$ cat config.mk
export PLATFORM = sky130hd
export DESIGN_NAME = html_writer
export DESIGN_NICKNAME = d
export VERILOG_FILES = /design/src/rtl/html_pkg.sv /design/src/rtl/char_fifo.sv /design/src/rtl/html_writer.sv
export SDC_FILE = /design/constraint.sdc
export NUM_CORES = 1
export LEC_CHECK = 0
export ABC_AREA = 0
export CAP_MARGIN = 20
export CORE_ASPECT_RATIO = 1.75
export CORE_MARGIN = 5
export CORE_UTILIZATION = 40
export CTS_BUF_LIST = sky130_fd_sc_hd__clkbuf_16
export CTS_CLUSTER_SIZE = 20
export DETAILED_ROUTE_END_ITERATION = 7
export GPL_TIMING_DRIVEN = 0
export PLACE_DENSITY = 0.65
export SYNTH_ARGS = -nofsm -noshare
export SYNTH_HDL_FRONTEND = slang
export SYNTH_HIERARCHICAL = 1
export SYNTH_SLANG_ARGS = --single-unit
$ cat constraint.sdc
create_clock -name clock -period 4.6 [get_ports clock]
set_input_delay 0.92 -clock clock [delete_from_list [all_inputs] [get_ports clock]]
set_output_delay 0.92 -clock clock [all_outputs]
set_load 0.02 [all_outputs]
$ cat src/rtl/html_pkg.sv
`default_nettype none
// ============================================================================
// Module   : html_pkg
// Purpose  : Shared character constants and writer state encoding.
// Revision : 1.0
// ============================================================================
package html_pkg;

    localparam int CHAR_W = 8;

    localparam logic [CHAR_W-1:0] CHAR_CR = 8'h0D;
    localparam logic [CHAR_W-1:0] CHAR_LF = 8'h0A;

    typedef enum logic [1:0] {
        IDLE   = 2'd0,
        STREAM = 2'd1,
        DRAIN  = 2'd2,
        DONE   = 2'd3
    } writer_state_t;

    function automatic logic is_lf(input logic [CHAR_W-1:0] c);
        return (c == CHAR_LF);
    endfunction

endpackage
`default_nettype wire

$ cat src/rtl/char_fifo.sv
`default_nettype none
// ============================================================================
// Module   : char_fifo
// Purpose  : Character FIFO (char + last flag) with registered full/empty.
// Revision : 1.0
// ============================================================================
module char_fifo #(
    parameter int DEPTH = 16,
    parameter int WIDTH = 9
) (
    input  logic             clk,
    input  logic             rst_n,
    input  logic             i_push,
    input  logic [WIDTH-1:0] i_wdata,
    input  logic             i_pop,
    output logic [WIDTH-1:0] o_rdata,
    output logic             o_full,
    output logic             o_empty
);

    localparam int                c_aw       = $clog2(DEPTH);
    localparam logic [c_aw:0]     c_full_cnt = (c_aw + 1)'(DEPTH);

    logic [WIDTH-1:0] r_mem [DEPTH];
    logic [c_aw-1:0]  r_wr_ptr;
    logic [c_aw-1:0]  r_rd_ptr;
    logic [c_aw:0]    r_count;
    logic [c_aw:0]    w_count_next;
    logic             r_full;
    logic             r_empty;
    logic             w_push;
    logic             w_pop;

    // Flags are registered, so a full FIFO refuses a push even when popped
    assign w_push = i_push && !r_full;
    assign w_pop  = i_pop && !r_empty;

    always_comb begin
        w_count_next = r_count + (c_aw + 1)'(w_push) - (c_aw + 1)'(w_pop);
    end

    always_ff @(posedge clk) begin
        if (w_push) begin
            r_mem[r_wr_ptr] <= i_wdata;
        end
    end

    always_ff @(posedge clk or negedge rst_n) begin
        if (!rst_n) begin
            r_wr_ptr <= '0;
            r_rd_ptr <= '0;
            r_count  <= '0;
            r_full   <= 1'b0;
            r_empty  <= 1'b1;
        end else begin
            if (w_push) begin
                r_wr_ptr <= r_wr_ptr + 1'b1;
            end
            if (w_pop) begin
                r_rd_ptr <= r_rd_ptr + 1'b1;
            end
            r_count <= w_count_next;
            r_full  <= (w_count_next == c_full_cnt);
            r_empty <= (w_count_next == '0);
        end
    end

    assign o_rdata = r_mem[r_rd_ptr];
    assign o_full  = r_full;
    assign o_empty = r_empty;

endmodule
`default_nettype wire

$ cat src/rtl/html_writer.sv
`default_nettype none
// ============================================================================
// Module   : html_writer
// Purpose  : Buffered character writer with handshakes, completion flag and
//            saturating emitted-character counter. Optional LF -> CR LF
//            expansion when HTML_WRITER_CRLF_EN is defined.
// Revision : 1.0
// ============================================================================
module html_writer
    import html_pkg::*;
#(
    parameter int DEPTH = 16,
    parameter int CNT_W = 16
) (
    input  logic              clock,
    input  logic              state_enable,
    input  logic              in_valid,
    input  logic [7:0]        in_char,
    input  logic              in_last,
    output logic              in_ready,
    output logic [7:0]        out_char,
    output logic              out_valid,
    input  logic              out_ready,
    output logic              has_finished,
    output logic [CNT_W-1:0]  char_count
);

    localparam int                  c_held_w   = $clog2(DEPTH) + 1;
    localparam logic [c_held_w-1:0] c_held_max = c_held_w'(DEPTH);

    writer_state_t       r_state;
    writer_state_t       w_state_next;
    logic                r_run;
    logic                r_full;
    logic [c_held_w-1:0] r_held;
    logic [c_held_w-1:0] w_held_next;
    logic [CHAR_W-1:0]   r_out_char;
    logic                r_out_valid;
    logic                r_out_last;
    logic                r_out_is_cr;
    logic [CNT_W-1:0]    r_count;

    logic [CHAR_W:0]     w_head;
    logic                w_fifo_full;
    logic                w_fifo_empty;
    logic                w_in_xfer;
    logic                w_out_xfer;
    logic                w_load;
    logic                w_emit_cr;
    logic                w_pop;
    logic                w_dec;

    assign w_in_xfer  = in_valid && in_ready;
    assign w_out_xfer = r_out_valid && out_ready;
    assign w_load     = (!r_out_valid || out_ready) && !w_fifo_empty;
    assign w_pop      = w_load && !w_emit_cr;

    char_fifo #(
        .DEPTH (DEPTH),
        .WIDTH (CHAR_W + 1)
    ) u_fifo (
        .clk     (clock),
        .rst_n   (state_enable),
        .i_push  (w_in_xfer),
        .i_wdata ({in_last, in_char}),
        .i_pop   (w_pop),
        .o_rdata (w_head),
        .o_full  (w_fifo_full),
        .o_empty (w_fifo_empty)
    );

`ifdef HTML_WRITER_CRLF_EN
    logic r_cr_sent;

    // An LF at the head is loaded twice: first as CR (no pop), then as LF
    assign w_emit_cr = w_load && is_lf(w_head[CHAR_W-1:0]) && !r_cr_sent;

    always_ff @(posedge clock or negedge state_enable) begin
        if (!state_enable) begin
            r_cr_sent <= 1'b0;
        end else if (w_load) begin
            r_cr_sent <= w_emit_cr;
        end
    end
`else
    assign w_emit_cr = 1'b0;
`endif

    // Occupancy covers FIFO plus output stage so exactly DEPTH chars fit
    assign w_dec       = w_out_xfer && !r_out_is_cr;
    assign w_held_next = r_held + c_held_w'(w_in_xfer) - c_held_w'(w_dec);

    always_ff @(posedge clock or negedge state_enable) begin
        if (!state_enable) begin
            r_state     <= IDLE;
            r_run       <= 1'b0;
            r_held      <= '0;
            r_full      <= 1'b0;
            r_out_char  <= '0;
            r_out_valid <= 1'b0;
            r_out_last  <= 1'b0;
            r_out_is_cr <= 1'b0;
            r_count     <= '0;
        end else begin
            r_state <= w_state_next;
            r_run   <= 1'b1;
            r_held  <= w_held_next;
            r_full  <= (w_held_next == c_held_max);
            if (w_load) begin
                r_out_valid <= 1'b1;
                r_out_char  <= w_emit_cr ? CHAR_CR : w_head[CHAR_W-1:0];
                r_out_last  <= w_head[CHAR_W] && !w_emit_cr;
                r_out_is_cr <= w_emit_cr;
            end else if (w_out_xfer) begin
                r_out_valid <= 1'b0;
            end
            if (w_out_xfer && (r_count != '1)) begin
                r_count <= r_count + 1'b1;
            end
        end
    end

    // Every char passes through the FIFO, so the final char is always
    // accepted before it can leave: completion is reached only via DRAIN.
    always_comb begin
        w_state_next = r_state;
        case (r_state)
            IDLE: begin
                if (w_in_xfer) begin
                    w_state_next = in_last ? DRAIN : STREAM;
                end
            end
            STREAM: begin
                if (w_in_xfer && in_last) begin
                    w_state_next = DRAIN;
                end
            end
            DRAIN: begin
                if (w_out_xfer && r_out_last) begin
                    w_state_next = DONE;
                end
            end
            DONE:    w_state_next = DONE;
            default: w_state_next = IDLE;
        endcase
    end

    assign in_ready     = r_run && !r_full && !w_fifo_full &&
                          ((r_state == IDLE) || (r_state == STREAM));
    assign out_char     = r_out_char;
    assign out_valid    = r_out_valid;
    assign has_finished = (r_state == DONE);
    assign char_count   = r_count;

endmodule
`default_nettype wire

Word-level counts from Yosys, hierarchy flattened
Memories as Yosys holds them, arrays and structs flattened. A register that Yosys moved wholly into a read port is not among the register bits.
Cells that the tools add are included.
Word-level totals
  register bits: 41
  bits in writable memories: 144
  output and inout bits: 27
  logic and storage cells: 59
  memories kept: 1
Memory list
  u_fifo.r_mem: depth 16, bits a word 9, read ports 1, clocked after memory_dff 1, write ports 1, line char_fifo.sv:24  | logic [WIDTH-1:0] r_mem [DEPTH];
Cells by class
  $add $sub $neg: 7
  equality and inequality tests: 9
  multiplexer cells: 9
  reductions and logical operators: 22
Operators by type and width (number)
  16-bit by 1-bit adder with 16-bit output (second input constant): 1
  16-bit != test (second input constant): 1
  1-bit logical AND: 11
  5-bit by 1-bit adder with 5-bit output: 2
  5-bit == test (second input constant): 2
  5-bit by 1-bit subtractor with 5-bit output: 2
  4-bit by 1-bit adder with 4-bit output (second input constant): 2
  2-bit 2-to-1 mux: 4
  2-bit one-hot mux with 4 select lines: 1
  1-bit logical NOT: 5
  5-bit logical NOT: 1
  2-bit == test (second input constant): 2
  1-bit 2-to-1 mux: 4
  2-bit != test (second input constant): 2
  3-bit AND reduction: 1
  2-bit by 1-bit == test with 1-bit output (second input constant): 1
  2-bit logical NOT: 1
  1-bit logical OR: 2
  2-bit by 1-bit != test with 1-bit output (second input constant): 1
  2-bit nonzero test: 1

Depth between registers and ports, before layout
Gate-level depths: netlist (run 1).
  depth after elaboration: 9
  gate-level depth with buffers: 15

Modules after synthesis
The synthesis (run 1) kept the hierarchy.
Modules (own cells, without submodules)
  char_fifo: times used 1, cells each 312, area each 6372.4 um2
  html_writer: times used 1, cells each 131, area each 1579.0 um2

Least setup slack after synthesis (run 1)
No wires, ideal clock.
  path kind: flip-flop to flip-flop
  start point: register u_fifo.r_full (netlist: u_fifo/o_full)
  end point: register u_fifo.r_empty (netlist: u_fifo/o_empty)
  data arrival time: 3538 ps
  data required time: 4539 ps
  path slack: 1002 ps
  stages on the path, launching flop included: 16
  buffers on the path: 1
  cell sequence: dfrtp_1 -> nor4b_1 -> nand2_1 -> inv_1 -> nor2b_1 -> buf_2 -> inv_1 -> ha_1 -> inv_1 -> ha_1 -> inv_1 -> fa_1 -> inv_1 -> nor4b_1 -> mux2i_1 -> o21ba_1
On the way
  longest elaborated chain between the ends: 8
Ends and longest elaborated chain
  start: declaration: line char_fifo.sv:29  | logic r_full;
  start signal: assignment: line char_fifo.sv:63  | r_full <= (w_count_next == c_full_cnt);
  1-bit logical NOT: line html_writer.sv:148  | assign in_ready = r_run && !r_full && !w_fifo_full &&
  1-bit logical AND (2 in a row): line html_writer.sv:148
  via in_ready: line html_writer.sv:20  | output logic in_ready,
  1-bit logical AND: line html_writer.sv:53  | assign w_in_xfer = in_valid && in_ready;
  via w_in_xfer: line html_writer.sv:46  | logic w_in_xfer;
  1-bit logical AND: line char_fifo.sv:35  | assign w_push = i_push && !r_full;
  5-bit by 1-bit adder with 5-bit output: line char_fifo.sv:39  | w_count_next = r_count + (c_aw + 1)'(w_push) - (c_aw + 1)'(w_pop);
  5-bit by 1-bit subtractor with 5-bit output: line char_fifo.sv:39
  via u_fifo.w_count_next[1]: line char_fifo.sv:28  | logic [c_aw:0] w_count_next;
  5-bit logical NOT: line char_fifo.sv:64  | r_empty <= (w_count_next == '0);
  end signal: assignment: line char_fifo.sv:64
  end: declaration: line char_fifo.sv:30  | logic r_empty;
The timed path passes the listed nets, and every way through them passes these cells.
A chain may end at the register's enable or synchronous reset.

Final worst setup path (run 1)
  start point: input port out_ready
  end point: register u_fifo.r_empty (netlist: u_fifo/o_empty)
On the way
  longest elaborated chain between the ends: 5
Ends and longest elaborated chain
  start: declaration: line html_writer.sv:23  | input logic out_ready,
  1-bit logical OR: line html_writer.sv:55  | assign w_load = (!r_out_valid || out_ready) && !w_fifo_empty;
  1-bit logical AND: line html_writer.sv:55
  via w_load: line html_writer.sv:48  | logic w_load;
  1-bit logical AND: line char_fifo.sv:36  | assign w_pop = i_pop && !r_empty;
  via u_fifo.w_pop: line char_fifo.sv:32  | logic w_pop;
  5-bit by 1-bit subtractor with 5-bit output: line char_fifo.sv:39
  via u_fifo.w_count_next[1]: line char_fifo.sv:28
  5-bit logical NOT: line char_fifo.sv:64
The timed path passes the listed nets, and every way through them passes these cells.

==> results of run 1 <==
## routing by layer
metal / GRT usage (%) / up-vias / share of wire [%]
met1: 15.2 / 2039 / 37
met5: 0 / - / 0
li1: - / 1833 / -
met3: 2.92 / 19 / 3.5
met4: 5.57 / 0 / 1.8
met2: 26.8 / 88 / 58
## logic make-up after synthesis
kind of cell    after synthesis  synth area share [%]
compound gates               35                  3.12
flops                       194                  70.1
mux                          48                  12.6
xor+xnor                     28                  3.08
simple gates                 83                  5.70
fa+ha+maj                    18                  3.02
other cells                   1                0.0472
buf+inv                      36                  2.31
## registers in the layout (all words and copies together) (netlist names), 2 cells and up
register,count
u_fifo/r_rd_ptr,4
r_state,2
char_count,16
r_held,5
u_fifo/r_count,5
out_char,8
u_fifo/r_mem,144
u_fifo/r_wr_ptr,4
## power breakdown
| group | internal, mW | switching (mW) | total [mW] |
|---|---|---|---|
| sequential | 2.04 | 0.122 | 2.17 |
| combinational | 0.827 | 0.862 | 1.69 |
| clock | 0.711 | 0.679 | 1.39 |
## layout by cell type (no fill, tap or decap), types with 3 or more instances in the layout
master             n
a22oi_1           18
clkbuf_1           3
clkbuf_16         17
o21ai_0            4
nor3_1             6
clkdlybuf4s50_1   38
and3_1             4
dfrtp_1           49
buf_2              6
nand3_1            7
inv_8              4
nor2_1             5
clkinv_4           4
xnor2_1           20
edfxtp_1         144
mux4_2            21
inv_6              3
mux2_2            11
nand4_1            8
a21o_1             3
mux4_1            15
nor2b_1            5
a21oi_1            5
nand2_1           21
and2_1            18
inv_1             24
xor2_1             8
ha_1              16
## worst min-delay path by stage
stage,depth (start not counted),end,slack [ns],start
finish,1,char_count[12],0.36,state_enable
global route,1,char_count[9],0.36,state_enable
CTS,1,char_count[12],0.36,state_enable
detailed placement,1,out_valid,0.48,u_fifo/o_empty
global placement,1,out_valid,0.47,u_fifo/o_empty
floorplan,1,out_valid,0.45,u_fifo/o_empty
## through the flow
stage / instances / cell area (sq um) / power, mW / worst slack (ns) / util (%)
after detailed placement: 728 / 8660 / 3.92 / 0.124 / 44.1
after global placement: 727 / 8650 / 3.86 / 0.264 / 44.0
final: 760 / 9220 / 5.25 / 0.631 / 46.9
after CTS: 760 / 9220 / 5.32 / 0.572 / 46.9
after floorplan: 443 / 7950 / 3.38 / 1.00 / -
after global routing: 760 / 9220 / 5.51 / 0.306 / 46.9
## layout make-up
type / instances / area, sq um / area share (%)
clock buffer: 17 / 425 / 4.62
multi-input combinational: 213 / 2190 / 23.8
buffer: 14 / 101 / 1.10
tap: 245 / 307 / 3.33
timing repair buffer: 40 / 405 / 4.40
sequential: 194 / 5580 / 60.5
clock inverter: 15 / 126 / 1.37
inverter: 22 / 82.6 / 0.896
==> results.md, run 1 <==
* Via density at 5.24
* Sequential-to-total area share from yosys stat at 70.1%
* Core area at 19700 sq um
* Netlist area before placement at 7950 sq um
* Global-route wire length before repair at 23.8 mm
* Highest clock rate at 0.252 GHz
* CTS H-tree lvls at 4
* Row count at 68
* Count leader, synth: edfxtp_1
* Final setup vio count at 0
* Setup crit start kind: primary input
* Syn Inst Count at 443
* Input/output buffers at 39
* Antenna diodes at 0
* Worst Path Arrival at 4.34 ns
* Ports at 40
* Initial Utilization at 40.5%
* CTS Buf Count at 17
* Synth top cells by count: edfxtp_1, dfrtp_1, inv_1
* Post-synth ARST share at 25.8%
* CTS root buf: clkbuf_16
* All-Layer GR Usage at 14.2%
* Status: completed
* Netlist cell types at 42
* Crit end category: register
* Hold_buf cts at 0
* Pin count of the biggest net entering global routing at 41
* Worst-path clk slew at 0.07 ns
* 1st-iter DRT viols at 230
* Slew Limit Fails at 0
* # DRC at 0
* Synth top area share at 54.4%
* Hold Worst Slack at 0.362 ns
* Crit path buffers/inverters at 6
* Drt wl/cell at 20.5 um
* P&R area growth vs syn at 15.9%
* HP Class: primary input to asynchronous set/reset pin
* Final ANT Viol Nets at 0
* Worst-path maximum fanout at 10
* Syn_nets at 474
* Power per cell area at 569 nW/um^2
* Worst path slowest cell: clkdlybuf4s50_1
* Share of cells above drive strength 1 at 14.6%
* Fin crit share at 86.3%
* Ordered list of cells on the worst path: clkdlybuf4s50_1, inv_1, a21oi_2, nor2b_1, clkbuf_1, ha_1, inv_1, ha_1, inv_1, fa_1, inv_1, nor4b_1, mux2i_1, o21ba_1
* Worst r2r dst: u_fifo/o_empty
* Critical Path RT at 4.97 ns
* Initial antenna violation count at 0
* Leakage at 3.37 nW
* Yosys warnings at 6
* Vias in the first global route at 4314
* Worst Tran Pin Value at 0.794 ns
* Final GP Congestion at 0.835
* Unrepaired setup endpoints after global routing: no
* CTS resizes at 0
* Final setup TNS at 0 ns
* Count of filler cells inserted in the layout at 1652
* Crit path largest cell delay at 0.52 ns
* Final WL at 15.6 mm
* GR Overflow Total at 0
* Vert. Die Dim at 197 um
* Vias at 3979
* Top delay family on crit path: buffers and inverters
* Number of synthesized register bits at 194
* Skew final at 0.00956 ns
* Flop2flop setup slack at 1.00 ns
* Critical Path Source: out_ready
* Clock Latency Late Sink at 0.44 ns
* Cell mode on critical path: inv_1
* Initial DRT Pass Iterations at 4
* Cells taking the most area after synthesis: edfxtp_1, dfrtp_1, mux4_2
* Prevailing post-synth register cell: edfxtp_1
* Final Hold Fails at 0
* Nets at 533
* Final min period at 3.97 ns
* Synth area leader: edfxtp_1
* Post CTS Setup Buffer Count at 0
* Peak supply drop at 0.000312 V
* Clk sinks at 194
* Max cap viols at 0
* CTS tree: built
* Die area at 22900 sq um
* Critical Path Sink: u_fifo/o_empty
* EDFF count, synth at 144
* R2R depth at 15
* Critical path class: primary input to register
* Die W at 117 um
* Hpwl dp at 10.9 mm
* WP depth at 14
* Clock Tree Buf Depth at 2
* Avg Cell Area, Syn at 17.9 sq um
* Relative slew slack at 46.6%
* RR Startpoint: r_state[1]
Note: power is estimated with default switching activity, not from simulation.
==> run 2: changes to the inputs <==
- MAX_ROUTING_LAYER: default -> met4
- PLACE_DENSITY: 0.65 -> default
- PLACE_DENSITY_LB_ADDON: default -> 0.1
==> run 2 against run 1 <==
  * Clock skew rose by 0.0028 ns
  * Non-clock buffer count did not move
  * Flip-flop and latch count did not move
  * Cell count did not move
  * Sequential power barely moved
  * Worst hold slack improved by 0.050 ns
  * Fmax fell by 0.49%
  * Utilization rose by 0.20 points
  * Critical endpoint unchanged
  * First-iteration DRC count fell by 2.6%
  * Worst setup slack got worse by 0.020 ns
==> results.md, run 2 (synthesis gave the netlist of run 1 again) <==
* Input/output buffers at 39 (unchanged)
* Count of filler cells inserted in the layout at 1688 (+2.2%)
* Nets at 533 (unchanged)
* Power consumption at 5.36 mW (+2.3%)
* Final setup vio count at 0 (unchanged)
* Max cap viols at 0 (unchanged)
* HP Class: primary input to asynchronous set/reset pin
* Setup crit start kind: primary input
* Final GP Congestion at 0.853 (+2.1%)
* Comb pwr share at 31.9% (-0.3 points)
* Hpwl dp at 11.8 mm (+8.4%)
* Vias at 4011 (+0.80%)
* Reg with most FFs: u_fifo/r_mem
* Crit end category: register
* Max FFs per register at 144 (unchanged)
* Vert. Die Dim at 197 um (unchanged)
* P&R area growth vs syn at 16.4%
* Critical Path RT at 4.96 ns (about the same)
* Final WL at 16.8 mm (+8.0%)
* Critical path class: primary input to register
* Ordered list of cells on the worst path: clkdlybuf4s50_1, inv_1, a21oi_2, nor2b_1, clkbuf_1, ha_1, inv_1, ha_1, inv_1, fa_1, xnor2_1, nor4b_1, mux2i_1, o21ba_1
* Cell internal pwr at 3.73 mW (+4.0%)
* Most frequent cells in the layout: edfxtp_1, dfrtp_1, clkdlybuf4s50_1, inv_1
* Highest clock rate at 0.251 GHz (-0.49%)
* GR Overflow Total at 0 (unchanged)
* Hold_buf cts at 0 (unchanged)
* Initial DRT Pass Iterations at 5 (+1)
* Final setup TNS at 0 ns (unchanged)
* Worst-path maximum fanout at 10 (unchanged)
* Clock network fraction of total power at 27.6% (+1.1 points)
* Unrepaired setup endpoints after global routing: no
* Final min period at 3.99 ns (+0.0196 ns)
* Core Util, Final at 47.1% (+0.20 points)
* 1st-iter DRT viols at 224 (-2.6%)
* Row count at 68 (unchanged)
* Fin crit share at 86.7% (+0.43 points)
* Status: completed
* Slew Limit Fails at 0 (unchanged)
* Post CTS Setup Buffer Count at 0 (unchanged)
* Final ANT Viol Nets at 0 (unchanged)
* Clock Latency Late Sink at 0.42 ns (-0.02 ns)
* Antenna diodes at 0 (unchanged)
* CTS root buf: clkbuf_16
* CTS resizes at 0 (unchanged)
* Cell mode on critical path: inv_1
* Worst path slowest cell: clkdlybuf4s50_1
* Ports at 40 (unchanged)
* Core area at 19700 sq um (unchanged)
* Sequential Power Share at 40.5% (-0.8 points)
* Peak supply drop at 0.000314 V (+0.48%)
* Via density at 5.28 (+0.80%)
* Skew final at 0.0124 ns (+0.00281 ns)
* CTS Buf Count at 17 (unchanged)
* Clk sinks at 194 (unchanged)
* Clock Tree Buf Depth at 2 (unchanged)
* Leakage at 3.38 nW (+0.47%)
* Crit path largest cell delay at 0.51 ns (about the same)
* # DRC at 0 (unchanged)
* Die W at 117 um (unchanged)
* Global-route wire length before repair at 25.5 mm (+7.0%)
* Drt wl/cell at 22.1 um (+8.0%)
* Commonest non-fill, non-tap cell in the layout: edfxtp_1
* All-Layer GR Usage at 16.0% (+1.8 points)
* Initial antenna violation count at 0 (unchanged)
* Pin count of the biggest net entering global routing at 38 (-7.3%)
* Vias in the first global route at 4213 (-2.3%)
* Switching share of power at 30.5% (-1.2 points)
* Worst Path Arrival at 4.35 ns (about the same)
* CTS tree: built
* Worst Tran Pin Value at 0.746 ns (-0.0480 ns)
* CTS H-tree lvls at 4 (unchanged)
* Final Hold Fails at 0 (unchanged)
* Initial Utilization at 40.5% (unchanged)
* Worst-path clk slew at 0.07 ns (about the same)
* NetSw at 1.64 mW (-1.5%)
* Die area at 22900 sq um (unchanged)
* Share of cells above drive strength 1 at 14.2% (-0.39 points)
* Relative slew slack at 50.1% (+3.5 points)
* Power per cell area at 580 nW/um^2 (+1.8%)
-- run 2: worst paths after layout --
kind / start / end / slack [ns] / cells past startpoint
min in group clock: r_held[0] / r_held[0] / 0.51 / 1
max: out_ready / u_fifo/o_empty / 0.61 / 14
min: state_enable / char_count[13] / 0.41 / 1
max in group asynchronous: state_enable / r_held[3] / 3.65 / 2
max reg2reg: u_fifo/o_full / u_fifo/o_empty / 0.73 / 15
min reg2reg: r_held[0] / r_held[0] / 0.51 / 1
-- run 2: power by group through the flow --
stage               registers (mW)  clock network [mW]  logic (mW)
floorplan                     2.26                   0        1.12
global placement              2.21                   0        1.71
detailed placement            2.21                   0        1.74
CTS                           2.18                1.52        1.75
global route                  2.20                1.60        1.87
finish                        2.17                1.48        1.71
-- run 2: final cells by class --
cell class	instances	area [sq um]	area share (%)
inverters	22	82.6	0.892
clock buffers	17	425	4.60
flip-flops and latches	194	5580	60.3
repair buffers	40	405	4.38
multi-input cells	213	2190	23.7
plain buffers	14	101	1.10
well taps	245	307	3.31
clock inverters	15	166	1.80
-- run 2: worst max-delay path, delay by kind of cell --
| family | cells | cell delay (ns) |
|---|---|---|
| buf+inv | 5 | 1.01 |
| xor+xnor | 1 | 0.17 |
| simple gates | 2 | 0.52 |
| compound gates | 2 | 0.72 |
| fa+ha+maj | 3 | 0.85 |
| mux | 1 | 0.15 |
-- run 2: routing by layer --
layer | share of wire, % | vias to the layer above | GRT usage, %
li1 | - | 1836 | -
met1 | 38 | 2069 | 18.0
met2 | 55 | 85 | 27.1
met3 | 2.6 | 21 | 2.49
met4 | 4.1 | 0 | 8.42
met5 | 0 | - | -
-- run 2: stage by stage --
stage,instance area (sq um),hold WS (ns),cells,setup WS [ns]
after CTS,9260,0.403,760,0.678
final,9260,0.413,760,0.612
after floorplan,7950,0.448,443,1.00
after detailed placement,8660,0.495,728,0.255
after global routing,9260,0.420,760,0.496
after global placement,8650,0.483,727,0.293
==> edit 1: new RTL, config.mk and constraints of run 2 <==
Re-encode `writer_state_t` (4 states) as one-hot, 4 bits wide.
--- a/src/rtl/html_pkg.sv
+++ b/src/rtl/html_pkg.sv
@@ -13,7 +13,7 @@
 
-    typedef enum logic [1:0] {
-        IDLE   = 2'd0,
-        STREAM = 2'd1,
-        DRAIN  = 2'd2,
-        DONE   = 2'd3
+    typedef enum logic [3:0] {
+        IDLE   = 4'b0001,
+        STREAM = 4'b0010,
+        DRAIN  = 4'b0100,
+        DONE   = 4'b1000
     } writer_state_t;
Formal check against the unedited RTL: same outputs for any inputs over 4 cycles, from zero or initial values; so few cycles prove little.
==> edit 1 against run 2 <==
Count of clock-buffer cells in the layout stayed put. Clock power hardly changed. Combinational power is 19% higher. Global-route usage is 0.26 points higher. Maximum frequency is 0.56% higher. Area after synthesis is 2.3% higher. Power is 9.0% higher. Non-clock buffer count stayed put. Final area is 2.0% higher. Wire length is 4.3% higher. Sequential cell count is 2 higher. Setup slack better by 22 ps. Sequential power is 7% higher. Final cell count is 2.4% higher. Critical path type unchanged. Critical endpoint unchanged.
==> edit 1: results (changes against run 2) <==
Worst r2r src = r_state[0]$_DFFE_PN1P_ (was u_fifo/o_full$_DFF_PN0_)
Sw power = 1.97 mW (was 1.64 mW)
Status = finished, final reports clean (unchanged)
Non-filler instance count after layout = 778 (was 760)
Hold WC Path Type = flop to flop (was input port to asynchronous set/reset pin)
Crit-path max cell delay = 530 ps (was 510 ps)
Dpl ws = 101 ps (was 255 ps)
Area contributors post-synth = edfxtp_1 53%, dfrtp_1 15%, mux4_2 5.8% (was edfxtp_1 54%, dfrtp_1 15%, mux4_2 5.9%)
CP Data Arrival Time = 4340 ps (was 4350 ps)
Worst slew margin = 0.494 (was 0.501)
Post-DP HPWL = 12300 um (was 11800 um)
Global routing usage on met3 = 0.0302 (was 0.0249)
Met1 Track Usage GR = 0.166 (was 0.180)
Layout cell share with drive strength beyond 1 = 0.160 (was 0.142)
Via count = 4166 (was 4011)
GR Util met2 = 0.303 (was 0.271)
Sequential fraction of the synthesis area = 0.692 (was 0.701)
Setup Skew = 7.96 ps (was 12.4 ps)
Routability Congestion = 0.810 (was 0.853)
Syn_nets = 489 (was 474)
Initial DRC count = 200 (was 224)
Fillers = 1759 (was 1688)
Leakage power = 3.42 nW (was 3.38 nW)
Placed cell count = 746 (was 728)
Synth async-reset ratio = 0.265 (was 0.258)
Global-route usage over all layers = 0.163 (was 0.160)
edit 1: changes by cell type after synthesis, sizes merged, moves of 3 or more:
cell,change
xnor2,-6
nand2,-3
nor2,+3
nor3,+3
nor3b,+3
or2,+3
xor2,+3
edit 1: area by class of cell:
class,count,share of cell area
Clock buffer,17,0.0451
Timing Repair Buffer,40,0.0429
Buffer,14,0.00994
Inverter,20,0.00795
Tap cell,248,0.0329
Clock inverter,15,0.0176
Multi-Input combinational cell,228,0.247
Sequential cell,196,0.596
edit 1: layer usage:
layer | vias up | share of wire
li1 | 1904 | -
met1 | 2140 | 0.37
met2 | 93 | 0.57
met3 | 29 | 0.028
met4 | 0 | 0.031
met5 | - | 0
edit 1: cells by family after synthesis:
kind of cell | share of synthesized area
buffers and inverters | 0.0208
AOI/OAI and AO/OA | 0.0358
xor gates and xnor gates | 0.0269
adders and majority gates | 0.0295
muxes | 0.126
DFF | 0.692
and+or+nand+nor | 0.0686
other | 0.000461
==> edit 2: new RTL, config.mk and constraints of run 2 <==
Made on the original files. The parameter `CNT_W` goes from 16 to 20.
--- a/src/rtl/html_writer.sv
+++ b/src/rtl/html_writer.sv
@@ -12,3 +12,3 @@
     parameter int DEPTH = 16,
-    parameter int CNT_W = 16
+    parameter int CNT_W = 20
 ) (
Ports: changed (resized char_count); port bits go from 40 to 44. The function was not compared with the original's and may differ.
==> edit 2 against run 2 <==
Setup slack worse by 16 ps. Power up 9.4%. Area after synthesis rose by 4.1%. Non-clock buffer count rose by 4. Wire length is 8.1% higher. Global-route usage increased by 0.31 points. Sequential cell count is 4 higher. Clock skew is essentially flat. Final area grew 4.5%. Register-to-register slack gained 140 ps. Critical path type unchanged.
==> edit 2: results (changes against run 2) <==
Status = finished, final reports clean (unchanged)
P per Cell Area = 607 nW/um2 (was 580 nW/um2)
Fillers = 1765 (was 1688)
TritonRoute pass-1 iters = 4 (was 5)
Register Area = 5680 um2 (was 5580 um2)
IO buf count = 43 (was 39)
Mapped Avg Cell Area = 17.5 um2 (was 17.9 um2)
Layout Nets = 568 (was 533)
First-pass GRT wire length = 27800 um (was 25500 um)
Overall power = 5.87 mW (was 5.36 mW)
Clock-cell share = 0.0660 (was 0.0639)
Area contributors post-synth = edfxtp_1 52%, dfrtp_1 16%, mux4_2 5.7% (was edfxtp_1 54%, dfrtp_1 15%, mux4_2 5.9%)
VDD IR-drop max = 260 uV (was 314 uV)
Synth Area in Adders = 0.0290 (was 0.0302)
Final Core Density = 0.475 (was 0.471)
Worst slew pin tran = 760 ps (was 746 ps)
Commonest cells post-synth = 144 x edfxtp_1, 53 x dfrtp_1, 23 x inv_1 (was 144 x edfxtp_1, 49 x dfrtp_1, 22 x inv_1)
DP Area = 9030 um2 (was 8660 um2)
Syn_nets = 505 (was 474)
Comb pwr share = 0.333 (was 0.319)
CP max stage cell = a21oi_2 (was clkdlybuf4s50_1)
Multiplexer share of the synthesized area = 0.125 (was 0.126)
Number of multi-input combinational cells = 238 (was 213)
Distinct cells, synth = 54 (was 42)
Vias per cell = 5.39 (was 5.28)
Routed WL per cell = 22.8 um (was 22.1 um)
Post-DP HPWL = 12700 um (was 11800 um)
Layout cell share with drive strength beyond 1 = 0.156 (was 0.142)
Num Clock Sinks = 198 (was 194)
Setup Skew = 12.4 ps (about the same)
Largest net degree at the start of global routing = 37 (was 38)
Leakage power = 3.58 nW (was 3.38 nW)
Non-clock buffer count = 58 (was 54)
Initial DRC count = 347 (was 224)
Inverter count = 24 (was 22)
## edit 2: layer usage
metal  global-route usage  part of all wire  up-vias
met3               0.0285             0.029       25
met2                0.297              0.57       80
met5                    -                 0        -
met4               0.0717             0.033        0
li1                     -                 -     1965
met1                0.171              0.37     2235
## edit 2: worst paths after layout
check	cells past startpoint	slack, ps	end	from
min in group clock	1	500	out_valid$_DFFE_PN0P_	u_fifo/o_empty$_DFF_PN1_
setup reg to reg	15	870	u_fifo/o_empty$_DFF_PN1_	u_fifo/o_full$_DFF_PN0_
setup / recovery	14	600	u_fifo/o_empty$_DFF_PN1_	out_ready
max in group asynchronous	2	3550	u_fifo/o_empty$_DFF_PN1_	state_enable
hold reg to reg	1	500	out_valid$_DFFE_PN0P_	u_fifo/o_empty$_DFF_PN1_
hold / removal	1	440	char_count[12]$_DFFE_PN0P_	state_enable
